==> src/rtl/vector_hazard_unit.sv <==
// Hazard and forwarding controller for the vector pipeline: EX operand forwarding,
// load-use bubbles and a counter-driven freeze while a multi-cycle load occupies MEM.
module vector_hazard_unit #(
  parameter int REG_BITS = 4,
  parameter int LOAD_LAT = 4
) (
  input  logic                clk,
  input  logic                rst_n,
  input  logic [REG_BITS-1:0] id_rs1,
  input  logic [REG_BITS-1:0] id_rs2,
  input  logic [REG_BITS-1:0] ex_rs1,
  input  logic [REG_BITS-1:0] ex_rs2,
  input  logic [REG_BITS-1:0] ex_rd,
  input  logic                ex_memread,
  input  logic [REG_BITS-1:0] mem_rd,
  input  logic                mem_regwrite,
  input  logic                mem_memread,
  input  logic [REG_BITS-1:0] wb_rd,
  input  logic                wb_regwrite,
  input  logic                branch_taken,
  output logic [1:0]          fwd_a,
  output logic [1:0]          fwd_b,
  output logic                stall_if,
  output logic                stall_id,
  output logic                stall_ex,
  output logic                stall_mem,
  output logic                flush_id,
  output logic                flush_ex,
  output logic [1:0]          dbg_state
);

  localparam int CW = $clog2(LOAD_LAT + 1);
  localparam bit MULTI = (LOAD_LAT > 1);
  localparam logic [CW-1:0] CNT_INIT = MULTI ? CW'(LOAD_LAT - 2) : '0;
  localparam logic [CW-1:0] CNT_ONE = CW'(1);

  typedef enum logic [1:0] {
    ST_IDLE    = 2'd0,
    ST_WAIT    = 2'd1,
    ST_RELEASE = 2'd2
  } state_t;

  state_t        state, state_nxt;
  logic [CW-1:0] cnt, cnt_nxt;
  logic          freeze;
  logic          lu;

  assign dbg_state = state;

  always_ff @(posedge clk or negedge rst_n) begin
    if (!rst_n) begin
      state <= ST_IDLE;
      cnt   <= '0;
    end else begin
      state <= state_nxt;
      cnt   <= cnt_nxt;
    end
  end

  // The IDLE cycle that sees the load is itself frozen, so cnt holds the number of
  // WAIT cycles still to come; RELEASE is the last cycle the load spends in MEM.
  always_comb begin
    state_nxt = state;
    cnt_nxt   = cnt;
    case (state)
      ST_IDLE: begin
        if (MULTI && mem_memread) begin
          cnt_nxt   = CNT_INIT;
          state_nxt = (CNT_INIT == '0) ? ST_RELEASE : ST_WAIT;
        end
      end
      ST_WAIT: begin
        if (cnt <= CNT_ONE) begin
          cnt_nxt   = '0;
          state_nxt = ST_RELEASE;
        end else begin
          cnt_nxt = cnt - CNT_ONE;
        end
      end
      ST_RELEASE: state_nxt = ST_IDLE;
      default:    state_nxt = ST_IDLE;
    endcase
  end

  assign freeze = ((state == ST_IDLE) && mem_memread && MULTI) || (state == ST_WAIT);
  assign lu     = ex_memread && ((ex_rd == id_rs1) || (ex_rd == id_rs2));

  // Stall means "hold the register"; flush means "load a bubble". While rst_n is low
  // every control is forced inactive so the pipeline sees a clean reset.
  always_comb begin
    fwd_a     = 2'b00;
    fwd_b     = 2'b00;
    stall_if  = 1'b0;
    stall_id  = 1'b0;
    stall_ex  = 1'b0;
    stall_mem = 1'b0;
    flush_id  = 1'b0;
    flush_ex  = 1'b0;
    if (rst_n) begin
      if (mem_regwrite && (mem_rd == ex_rs1))      fwd_a = 2'b10;
      else if (wb_regwrite && (wb_rd == ex_rs1))   fwd_a = 2'b01;
      if (mem_regwrite && (mem_rd == ex_rs2))      fwd_b = 2'b10;
      else if (wb_regwrite && (wb_rd == ex_rs2))   fwd_b = 2'b01;

      if (freeze) begin
        stall_if  = 1'b1;
        stall_id  = 1'b1;
        stall_ex  = 1'b1;
        stall_mem = 1'b1;
      end else if (branch_taken) begin
        flush_id = 1'b1;
        flush_ex = 1'b1;
      end else if (lu) begin
        stall_if = 1'b1;
        stall_id = 1'b1;
        flush_ex = 1'b1;
      end
    end
  end

endmodule

==> config.mk <==
export PLATFORM = sky130hd
export DESIGN_NAME = vector_hazard_unit
export DESIGN_NICKNAME = d
export VERILOG_FILES = /design/src/rtl/vector_hazard_unit.sv
export SDC_FILE = /design/constraint.sdc
export NUM_CORES = 1
export LEC_CHECK = 0
export BUFFER_PORTS_ARGS = -buffer_cell sky130_fd_sc_hd__buf_2
export CAP_MARGIN = 0
export CORE_UTILIZATION = 34
export DETAILED_ROUTE_END_ITERATION = 8
export HOLD_SLACK_MARGIN = 0.15
export MAX_ROUTING_LAYER = met4
export PLACE_DENSITY_LB_ADDON = 0.2
export SYNTH_ARGS = -nofsm -noshare
export SYNTH_HDL_FRONTEND = slang
export SYNTH_SLANG_ARGS = --single-unit
==> constraint.sdc <==
create_clock -name clk -period 1.8 [get_ports clk]
set_clock_uncertainty 0.1 [all_clocks]
set_input_delay 0.09 -clock clk [delete_from_list [all_inputs] [get_ports clk]]
set_output_delay 0.09 -clock clk [all_outputs]
set_load 0.02 [all_outputs]
==> impl_metrics.ini <==
[sta]
rsz0062_at_grt = no
fin_crit_sh_pct = 92.7
hold_viol_final = 0
finalSetupViolations = 0
report.final.slew_viol_count = 0
hold_ws_ns = 0.392
max-slew-margin-rel_pct = 79.2
fmax_mhz = 599
tightest_slew_ns = 0.310
period_needed_ns = 1.67
tns_ns = 0

[routing]
vias = 661
drc = 6
dr.pass1.iters = 6
viasPerCell = 4.82
drt_iter0_markers = 13
detail-route-antenna-nets = 0
wirelength_um = 1510
avgRoutedWirePerCell_um = 11.0

[layout]
final_cell_mix = buf_2 (46), xnor2_1 (13), xor2_1 (12)
areaGrowthSynthToFinish_pct = 50.1
finalNetCount = 159
drive_gt1_share_pct = 43.0
antenna_cells = 0
layout_commonest_cell = buf_2

[placement]
gp_congestion = 0.806
hpwl_um = 1290
port_buffers = 46

[cts]
cts_made_buffers = 3
clockBufferDepth = 2
clock_latency_ns = 0.25
htree_levels = 1
clock-sinks = 5
cts_root_buffer = clkbuf_4
cts_tree = done

[grt]
grt_max_degree = 9
grt_use_total_pct = 19.3
antenna_found_initial = 0
grt_pass1_wl_um = 2530
grt_pass1_vias = 650
overflow = 0

[min_path]
hold_start = branch_taken
min_path_type = in -> out

[floorplan]
die_h_um = 43.5
dieArea_mm2 = 0.00190
die_w_um = 43.5
core_mm2 = 0.00156
pin_count = 47
placementRows = 14
start_util_pct = 37.6

[worst_setup_path]
crit_family = buffers and inverters
critPathMaxFanout = 5
critPathSlowestCell = dlygate4sd3_1
cp_cell_sequence = dlygate4sd3_1, buf_2, nor2_1, or2_4, and3_1, o21bai_1, buf_2
required_ns = 1.61
worstSetupPathType = in -> out
r2r_start = cnt[0]
timing.critical_path.from = mem_memread
cpPeakStageDelay_ns = 0.52
worst-path-buf-inv = 3
cp_common_cell = buf_2
arrival_ns = 1.48
cp-end-kind = output pin
setup.worst_path.start_class = primary input

[synthesis]
seq_area_frac_synth_pct = 21.3
syn_avg_cell_area_um2 = 8.38
synth_nets = 107
ys_types = 24
yosysWarnings = 0
synth_seq_cells = 5
synthCells = 70
synth.cell_area_um2 = 587

[flow_run]
cap_viol_max_count = 0

[status]
status = finished, violations left
violations = DRC

[pwr]
powerDensity_mw_per_mm2 = 1030
ir_drop_mv = 0.741
power_leakage_nw = 0.457
## metrics by stage
stage | worst slack (ns) | power [W] | std cells | util, % | area [um2]
final | 0.131 | 0.000906 | 137 | 56.5 | 881
after CTS | 0.0831 | 0.000907 | 137 | 56.3 | 878
after global placement | 0.347 | 0.000743 | 130 | 52.7 | 822
after floorplan | 0.271 | 0.000596 | 70 | - | 587
after detailed placement | 0.304 | 0.000754 | 130 | 52.7 | 822
after global routing | 0.0568 | 0.000990 | 137 | 56.5 | 881
## path summary, 6_finish.rpt
kind / endpoint / slack, ns / cells after the start
max reg2reg: cnt[0] / 0.28 / 5
max: flush_ex / 0.13 / 7
min reg2reg: dbg_state[0] / 0.40 / 1
max in group asynchronous: dbg_state[0] / 0.63 / 3
min in group asynchronous: cnt[2] / 0.77 / 3
min: stall_id / 0.39 / 3
## metal layers
metal  routed length, um  track usage [%]  share of wire, %  vias to the layer above
met1                 597             20.2                40                      290
li1                    -                -                 -                      342
met3                 132             5.42               8.7                        5
met4                  36             11.3               2.4                        0
met2                 743             32.2                49                       24
met5                   0                -                 0                        -
## cells in the mapped netlist
library cell,n,area (um2)
a21oi_1,1,5.00
buf_4,2,15.0
nand2_1,6,22.5
o21ai_0,1,5.00
dfrtp_1,5,125
nor3_1,1,5.00
a2bb2oi_1,1,8.76
o21bai_1,1,7.51
or3_1,1,6.26
nor4_1,5,31.3
xnor2_1,13,114
and2_1,2,12.5
nand2b_1,1,6.26
o31ai_2,1,12.5
ha_1,2,25.0
nand3_1,3,15.0
or2_1,1,6.26
o31ai_1,1,7.51
nor2_1,4,15.0
inv_1,3,11.3
xor2_1,12,105
o21ba_2,1,10.0
and3_1,1,6.26
a41oi_1,1,8.76
## worst min-delay path, cell delays in order
cell     delay [ns]
buf_2          0.09
o31ai_2        0.07
buf_2          0.15
## kinds of logic (layout without fill, tap and decap cells)
kind of cell / after synthesis / in the layout / share of synthesized area [%]
adder cells (fa/ha/maj): 2 / 2 / 4.26
flip-flops: 5 / 5 / 21.3
AO/OA/AOI/OAI: 8 / 8 / 11.1
XOR/XNOR: 25 / 25 / 37.3
buffers and inverters: 5 / 56 / 4.48
AND/OR/NAND/NOR: 25 / 25 / 21.5
## sequential cells by signal, indices dropped and copies added (netlist names)
signal	flops
dbg_state	2
cnt	3
## area by class of cell
type | instances | area [um2]
multi-input cells | 60 | 438
clock buffers | 4 | 26.3
flip-flops and latches | 5 | 125
inverters | 3 | 11.3
well taps | 16 | 20.0
fillers | 154 | 678
repair buffers | 49 | 260
## what timing repair did
| action | CTS | global route |
|---|---|---|
| setup buffers | 0 | 0 |
| setup endpoints to repair | 0 | 1 |
| resized for setup | 0 | 1 |
| endpoints found under the hold margin | 6 | 0 |
| hold buffers | 3 | 0 |
## where the power goes
| part | internal [W] | switching [W] |
|---|---|---|
| logic | 0.000248 | 0.000309 |
| registers | 0.000168 | 0.0000450 |
| clock network | 0.0000841 | 0.0000511 |
| total | 0.000500 | 0.000405 |
(Power assumes the default switching activity.)
